<file path="src/rtl/rf_writeback.sv">
// rf_writeback: write-side controller for the register file.
//
// Merges single-cycle ALU results with variable-latency load responses onto
// the single register-file write port (WE3/AD3/WD3).
// - Load responses are buffered in a small FIFO.
// - A per-register scoreboard (busy) tracks outstanding loads, so decode can
//   stall on RAW hazards.
// - ALU results have priority over queued loads. A starvation counter forces
//   one drain cycle (alu_stall) after STARVE_LIMIT consecutive ALU wins.
//
// Optional feature, enabled by defining RF_WB_BYPASS_EN:
//   A load response accepted while the FIFO is empty and nothing else is
//   writing skips the FIFO and is written with latency 1 instead of 2.
//
// Ports:
//   clk, rst_n                 clock, synchronous active-low reset
//   alu_valid/alu_rd/alu_result      ALU result, single cycle
//   ld_issue/ld_issue_rd       load issued; reserves its destination in busy
//   ld_valid/ld_ready/ld_rd/ld_data  load response handshake
//   alu_stall                  forced-drain cycle; ALU must hold its result
//   busy                       scoreboard, one bit per register
//   WE3/AD3/WD3                registered register-file write port
module rf_writeback #(
  parameter int ADDRESS_WIDTH = 5,
  parameter int DATA_WIDTH    = 32,
  parameter int LQ_DEPTH      = 4,
  parameter int STARVE_LIMIT  = 8
) (
  input  logic                        clk,
  input  logic                        rst_n,
  input  logic                        alu_valid,
  input  logic [ADDRESS_WIDTH-1:0]    alu_rd,
  input  logic [DATA_WIDTH-1:0]       alu_result,
  input  logic                        ld_issue,
  input  logic [ADDRESS_WIDTH-1:0]    ld_issue_rd,
  input  logic                        ld_valid,
  output logic                        ld_ready,
  input  logic [ADDRESS_WIDTH-1:0]    ld_rd,
  input  logic [DATA_WIDTH-1:0]       ld_data,
  output logic                        alu_stall,
  output logic [2**ADDRESS_WIDTH-1:0] busy,
  output logic                        WE3,
  output logic [ADDRESS_WIDTH-1:0]    AD3,
  output logic [DATA_WIDTH-1:0]       WD3
);

  localparam int NREG  = 2**ADDRESS_WIDTH;
  localparam int PTR_W = $clog2(LQ_DEPTH);
  localparam int CNT_W = $clog2(STARVE_LIMIT + 1);

`ifdef RF_WB_BYPASS_EN
  localparam bit BYPASS = 1'b1;
`else
  localparam bit BYPASS = 1'b0;
`endif

  // Load-response FIFO; the extra pointer bit separates full from empty.
  logic [ADDRESS_WIDTH-1:0] q_rd   [LQ_DEPTH];
  logic [DATA_WIDTH-1:0]    q_data [LQ_DEPTH];
  logic [PTR_W:0]           wr_ptr, rd_ptr;
  logic                     empty, full, accept, push, pop;

  logic                     alu_win, ld_write, wr_en;
  logic [ADDRESS_WIDTH-1:0] wr_rd;
  logic [DATA_WIDTH-1:0]    wr_data;
  logic [CNT_W-1:0]         starve_cnt, starve_cnt_nxt;
  logic                     stall_nxt;
  logic [NREG-1:0]          busy_nxt;

  assign empty    = (wr_ptr == rd_ptr);
  assign full     = (wr_ptr[PTR_W] != rd_ptr[PTR_W]) &&
                    (wr_ptr[PTR_W-1:0] == rd_ptr[PTR_W-1:0]);
  assign ld_ready = !full;
  assign accept   = ld_valid && ld_ready;

  // Write-port arbitration: forced drain, then ALU, then FIFO, then bypass.
  always_comb begin
    pop      = 1'b0;
    alu_win  = 1'b0;
    ld_write = 1'b0;
    wr_en    = 1'b0;
    wr_rd    = '0;
    wr_data  = '0;
    if (!empty && (alu_stall || !alu_valid)) begin
      pop      = 1'b1;
      ld_write = 1'b1;
      wr_en    = 1'b1;
      wr_rd    = q_rd[rd_ptr[PTR_W-1:0]];
      wr_data  = q_data[rd_ptr[PTR_W-1:0]];
    end else if (alu_valid) begin
      alu_win = 1'b1;
      wr_en   = 1'b1;
      wr_rd   = alu_rd;
      wr_data = alu_result;
    end else if (BYPASS && accept) begin
      // Empty FIFO, idle ALU: write the response straight through.
      ld_write = 1'b1;
      wr_en    = 1'b1;
      wr_rd    = ld_rd;
      wr_data  = ld_data;
    end
  end

  assign push = accept && !(ld_write && !pop);

  // Starvation counter counts ALU wins while loads wait; stall is registered.
  always_comb begin
    stall_nxt = alu_win && !empty && (starve_cnt == CNT_W'(STARVE_LIMIT - 1));
    if (pop || empty)
      starve_cnt_nxt = '0;
    else if (alu_win)
      starve_cnt_nxt = starve_cnt + 1'b1;
    else
      starve_cnt_nxt = starve_cnt;
  end

  // Scoreboard: a new issue wins over a same-register clear.
  always_comb begin
    busy_nxt = busy;
    if (ld_write)
      busy_nxt[wr_rd] = 1'b0;
    if (ld_issue)
      busy_nxt[ld_issue_rd] = 1'b1;
    busy_nxt[0] = 1'b0;
  end

  // Stage boundary: FIFO storage, not reset.
  always_ff @(posedge clk) begin
    if (push) begin
      q_rd[wr_ptr[PTR_W-1:0]]   <= ld_rd;
      q_data[wr_ptr[PTR_W-1:0]] <= ld_data;
    end
  end

  // Stage boundary: control state and registered write port.
  always_ff @(posedge clk) begin
    if (!rst_n) begin
      wr_ptr     <= '0;
      rd_ptr     <= '0;
      starve_cnt <= '0;
      alu_stall  <= 1'b0;
      busy       <= '0;
      WE3        <= 1'b0;
      AD3        <= '0;
      WD3        <= '0;
    end else begin
      if (push)
        wr_ptr <= wr_ptr + 1'b1;
      if (pop)
        rd_ptr <= rd_ptr + 1'b1;
      starve_cnt <= starve_cnt_nxt;
      alu_stall  <= stall_nxt;
      busy       <= busy_nxt;
      WE3        <= wr_en && (wr_rd != '0);
      AD3        <= wr_rd;
      WD3        <= wr_data;
    end
  end

endmodule

</file>
<file path="config.mk">
export PLATFORM = sky130hd
export DESIGN_NAME = rf_writeback
export DESIGN_NICKNAME = d
export VERILOG_FILES = /design/src/rtl/rf_writeback.sv
export SDC_FILE = /design/constraint.sdc
export NUM_CORES = 1
export LEC_CHECK = 0
export ABC_AREA = 1
export ABC_CLOCK_PERIOD_IN_PS = 2700
export CAP_MARGIN = 20
export CORE_MARGIN = 3
export CORE_UTILIZATION = 40
export DETAILED_ROUTE_END_ITERATION = 6
export PLACE_DENSITY = 0.65
export REMOVE_ABC_BUFFERS = 1
export SLEW_MARGIN = 10
export SYNTH_ARGS = -nofsm -noshare
export SYNTH_HDL_FRONTEND = slang
export SYNTH_SLANG_ARGS = --single-unit
</file>
<file path="constraint.sdc">
create_clock -name clk -period 2.7 [get_ports clk]
set_input_delay 0.405 -clock clk [delete_from_list [all_inputs] [get_ports clk]]
set_output_delay 0.405 -clock clk [all_outputs]
set_load 0.01 [all_outputs]
</file>
==> reports/results.txt, run 1 <==
Status = finished clean
Post-synth top area cell = edfxtp_1
HP Class = flip-flop to flip-flop
CTS tree = done
Number of global-route vias before repair = 6296
Gate power share = 15.4%
Max Cap Viol = 0
Min cycle time layout = 2250 ps
Core box area = 22000 sq um
Peak supply drop = 417 uV
Clock buffer depth = 3
# setup viols final = 0
Netlist cell types = 33
F_max = 444 MHz
Initial Utilization = 41.2%
Unrepaired setup endpoints after global routing = no
P&R area growth vs syn = 29.6%
Post-Route Setup TNS = 0 ps
Final hold violation count = 0
DP Wirelength = 13800 um
Post_cts resized = 0
Num ports = 156
Reg2reg path depth = 7
LEAKAGE = 4.24 nW
Share of cells above drive strength 1 = 10.5%
Mapped Area = 9080 sq um
Largest net degree at the start of global routing = 54
Remaining global-route overflow = 0
Nets = 1092
Std cell rows = 54
Max-slew violations = 0
Vias/cell = 4.99
Crit path to = ld_ready
CTS sink cnt = 230
H-tree levels = 1
Multi-input logic area = 2560 sq um
Max stage delay on crit path = 560 ps
Least-Margin Pin Slew = 660 ps
Die area = 24500 sq um
Antenna Nets Post-Route = 0
Clock latency on the worst-skew pair = 510 ps
Commonest non-fill, non-tap cell in the layout = nand2_1
Initial antenna violation count = 3
Sequential cell area = 6090 sq um
Root Driver = clkbuf_16
Mapped Cells = 841
RR Endpoint = q_data[3][4]$_DFFE_PP_
Critical path depth = 5
Share of the synthesized area in the top cell type = 49.0%
CP required = 2300 ps
Pint = 6.57 mW
First-pass GRT wire length = 33200 um
Tcrit/Tclk final = 83.4%
GRT Util Overall = 17.0%
Sw power = 2.21 mW
Buffers and inverters on the worst path = 2
Crit. Startpoint = wr_ptr[1]$_SDFFE_PN0P_
Seq/Total Area, Yosys = 67.1%
Reg-to-reg startpoint = wr_ptr[1]$_SDFFE_PN0P_
CTS Hold Bufs = 0
Wire per inst = 16.5 um
WP data arrival = 1850 ps
Die X-Extent = 157 um
Startpoint type of the worst setup path = flip-flop
Reg power frac = 45.7%
Worst Path Class, Setup = flip-flop to output pin
Die Span Y = 157 um
CP max FO = 4
Slowest cell on the critical path = clkdlybuf4s50_1
Routed vias = 6486
Routed WL = 21400 um
Reg2reg setup slack = 620 ps
CTS Buf Count = 24
Yosys reg bits = 230
Synthesis Warnings = 0
PwrDens = 746 nW/um^2
Synthesized area per cell = 10.8 sq um
Switch share = 25.2%
Top post-synthesis cells by area = edfxtp_1 (49%), dfxtp_1 (18%), nand2_1 (7.1%)
GPL Wtd Cong = 0.845
Clk network pwr share = 38.9%
DRT iter0 DRCs = 309
Post-CTS Setup Inserts = 0
Drc violations = 0
Slew HR = 55.9%
Most frequent cells in the layout = nand2_1 (171), clkdlybuf4s50_1 (154), edfxtp_1 (148)
CTS clk-pin slew, worst paths = 60 ps
CP Capture Type = output pin
Fillers = 1884
Critical path's top delay family = buffers and inverters
Post-route insts no fill = 1301
Port bufs = 154
Placed Instances = 1256
Drt first pass iters = 4
Critical path cell sequence = inv_2 > nand2_1 > nand2_2 > nand4_1 > clkdlybuf4s50_1
Clk_skew = 12.2 ps
==> cell type report <==
cell class | count | area share, %
clock inverters | 14 | 1.48
inverters | 58 | 1.91
well taps | 280 | 2.98
flip-flops and latches | 230 | 51.7
diodes | 1 | 0.0213
clock buffers | 30 | 5.56
repair buffers | 174 | 14.5
multi-input cells | 514 | 21.8
==> worst min path at each step <==
stage | startpoint | end | slack [ps] | cells past startpoint
after floorplan | starve_cnt[3]$_SDFFE_PP0P_ | alu_stall$_SDFF_PN0_ | 400 | 1
after global placement | starve_cnt[3]$_SDFFE_PP0P_ | alu_stall$_SDFF_PN0_ | 420 | 1
after detailed placement | starve_cnt[3]$_SDFFE_PP0P_ | alu_stall$_SDFF_PN0_ | 410 | 1
after CTS | alu_result[0] | WD3[0]$_SDFF_PN0_ | 430 | 3
after global routing | starve_cnt[3]$_SDFFE_PP0P_ | alu_stall$_SDFF_PN0_ | 440 | 1
final | starve_cnt[3]$_SDFFE_PP0P_ | alu_stall$_SDFF_PN0_ | 430 | 1
==> sequential cells by signal (all words and copies together) (netlist names), 3 cells and up, named ones only <==
register / flops
q_data: 128
q_rd: 20
rd_ptr: 3
WD3: 32
starve_cnt: 4
wr_ptr: 3
AD3: 5
busy: 31
==> layer usage <==
layer	part of all wire, %	wire length (um)	GRT usage (%)
met3	8.2	1770	4.37
met2	47	10000	28.4
met1	43	9240	22.1
met5	0.12	26	0
met4	1.8	390	4.42
==> metrics by stage <==
stage	area [sq um]	utilization (%)	hold WS (ps)	setup slack, ps	total power, mW
3_3_place_gp	10900	49.6	421	347	5.43
3_5_place_dp	10900	49.6	407	262	5.45
2_1_floorplan	8850	-	398	-565	4.82
6_report	11800	53.4	426	449	8.78
4_1_cts	11800	53.4	425	401	8.86
5_1_grt	11800	53.4	437	323	9.16
==> Yosys cell counts (all sizes together) <==
master	number
inv	57
clkbuf	23
nor3	12
nand3	24
buf	16
nor3b	1
dfxtp	82
nand4	1
nor2	85
nand2	191
o22ai	32
ha	6
o21ai	88
nor4	1
conb	1
a31oi	1
clkinv	1
edfxtp	148
and3	1
a21oi	70
==> worst register-to-register path: cells and delay by family, from the launching register on <==
| kind | cells | cell delay [ps] |
|---|---|---|
| simple gates | 5 | 820 |
| flops | 1 | 420 |
| buf+inv | 2 | 480 |
==> power groups by stage <==
stage	logic (mW)	clock network (mW)	registers [mW]
after floorplan	0.665	0	4.16
after global placement	1.35	0	4.09
after detailed placement	1.36	0	4.09
after CTS	1.37	3.48	4.01
after global routing	1.50	3.64	4.03
final	1.35	3.41	4.01
==> kinds of logic after synthesis <==
logic type / Yosys count / synth area share (%)
adders and majority gates: 6 / 0.827
and+or+nand+nor: 316 / 15.9
DFF: 230 / 67.1
buffers and inverters: 97 / 5.02
AOI/OAI and AO/OA: 191 / 11.2
other: 1 / 0.0413
Power figures use the tool's default switching activity.
==> run 2, diff against run 1 <==
Settings changed: ABC_CLOCK_PERIOD_IN_PS 2700 to 2050.
Clock period 2.7 ns to 2.05 ns, I/O delays scaled along.
==> reports/results.txt, run 2 (same netlist as run 1, synthesis figures left out) <==
CTS clk-pin slew, worst paths = 60 ps
Wire per inst = 16.2 um
Final WS setup = 187 ps
WP data arrival = 1560 ps
Std cell rows = 54
DP Wirelength = 14300 um
GPL Wtd Cong = 0.817
Die X-Extent = 157 um
F_max = 537 MHz
Die area = 24500 sq um
Initial Utilization = 41.2%
LEAKAGE = 4.37 nW
Status = finished clean
CP Capture Type = output pin
Max-slew violations = 0
Post-Route Setup TNS = 0 ps
Vias/cell = 4.92
Startpoint type of the worst setup path = flip-flop
Clock buffer depth = 3
Remaining global-route overflow = 0
Routed vias = 6479
Core box area = 22000 sq um
Least-Margin Pin Slew = 520 ps
GRT Util Overall = 17.4%
Drc violations = 0
Min cycle time layout = 1860 ps
Max Cap Viol = 0
H-tree levels = 1
Initial antenna violation count = 1
Antenna Cells = 0
CTS Hold Bufs = 0
Clock latency on the worst-skew pair = 530 ps
P&R area growth vs syn = 32.4%
Nets = 1108
DRT iter0 DRCs = 332
Port bufs = 154
Clk_skew = 11.3 ps
CTS Buf Count = 24
Share of cells above drive strength 1 = 12.4%
Antenna Nets Post-Route = 0
Final hold violation count = 0
Tcrit/Tclk final = 90.9%
Drt first pass iters = 5
Largest net degree at the start of global routing = 43
Most frequent cells in the layout = nand2_1 (171), clkdlybuf4s50_1 (153), edfxtp_1 (148)
CP max FO = 5
Largest register FFs = 128
CP required = 1740 ps
Unrepaired setup endpoints after global routing = no
CTS sink cnt = 230
HP Class = primary input to flip-flop
Peak supply drop = 708 uV
CTS tree = done
Setup Slack @ Placement = 89.2 ps
PwrDens = 969 nW/um^2
Num ports = 156
First-pass GRT wire length = 34000 um
Root Driver = clkbuf_16
Commonest non-fill, non-tap cell in the layout = nand2_1
# setup viols final = 0
Slew HR = 65.0%
Routed WL = 21400 um
Worst Path Class, Setup = flip-flop to output pin
Die Span Y = 157 um
Number of global-route vias before repair = 6356
[run 2: per-layer routing]
metal	up-vias	GRT usage [%]	wire, um
met4	2	4.54	485
li1	3234	-	-
met5	-	0	13
met3	31	4.48	1530
met2	204	28.5	10000
met1	3008	23.2	9340
[run 2: worst paths after layout]
path         depth (start not counted)                       start  slack, ps                   end
max reg2reg                         12                   flip-flop        250   busy[24]$_SDFF_PN0_
max                                  5      wr_ptr[0]$_SDFFE_PN0P_        190              ld_ready
min reg2reg                          1  starve_cnt[3]$_SDFFE_PP0P_        440  alu_stall$_SDFF_PN0_
min                                  3               alu_result[1]        330     WD3[1]$_SDFF_PN0_
[run 2: final cells by class]
class                   instances  area, sq um
fillers                      1918        10000
flip-flops and latches        230         6090
multi-input cells             514         2560
repair buffers                190         1940
clock buffers                  31          711
well taps                     280          350
inverters                      58          225
clock inverters                13          140
[run 2: per-stage QoR]
step                      cells  hold slack (ps)  power (mW)  area [sq um]  util [%]
after floorplan             802              398        6.35          8850         -
after global placement     1272              421        7.25         11200      50.7
after detailed placement   1272              420        7.26         11200      50.7
after CTS                  1316              311        11.8         12000      54.6
after global routing       1316              318        12.2         12000      54.6
final                      1316              335        11.6         12000      54.6
[run 2: repair_timing]
action | 4_1_cts | 5_1_grt
gates resized for setup | 2 | 0
buffers inserted | 0 | 0
setup endpoints to repair | 1 | 0
hold endpoints to repair | 0 | 0
[run 2: power by group]
| group | total (mW) | internal, mW | leakage, nW | switching (mW) |
|---|---|---|---|---|
| registers | 5.29 | 5.20 | 2.03 | 0.0800 |
| logic | 1.86 | 0.754 | 1.92 | 1.11 |
| clock network | 4.50 | 2.72 | 0.421 | 1.78 |
[run 2: worst max-delay path: stages, from the launching register on]
cell           delay, ps
dfxtp_2              340
inv_2                100
nand2_1               70
nand2_2               90
nand4_1              120
dlygate4sd2_1        310
==> run 3, diff against run 2 <==
Settings changed: HOLD_SLACK_MARGIN from default to 0.08.
==> results of run 3 <==
The final DEF is identical to that of run 2; final timing and power are the same.
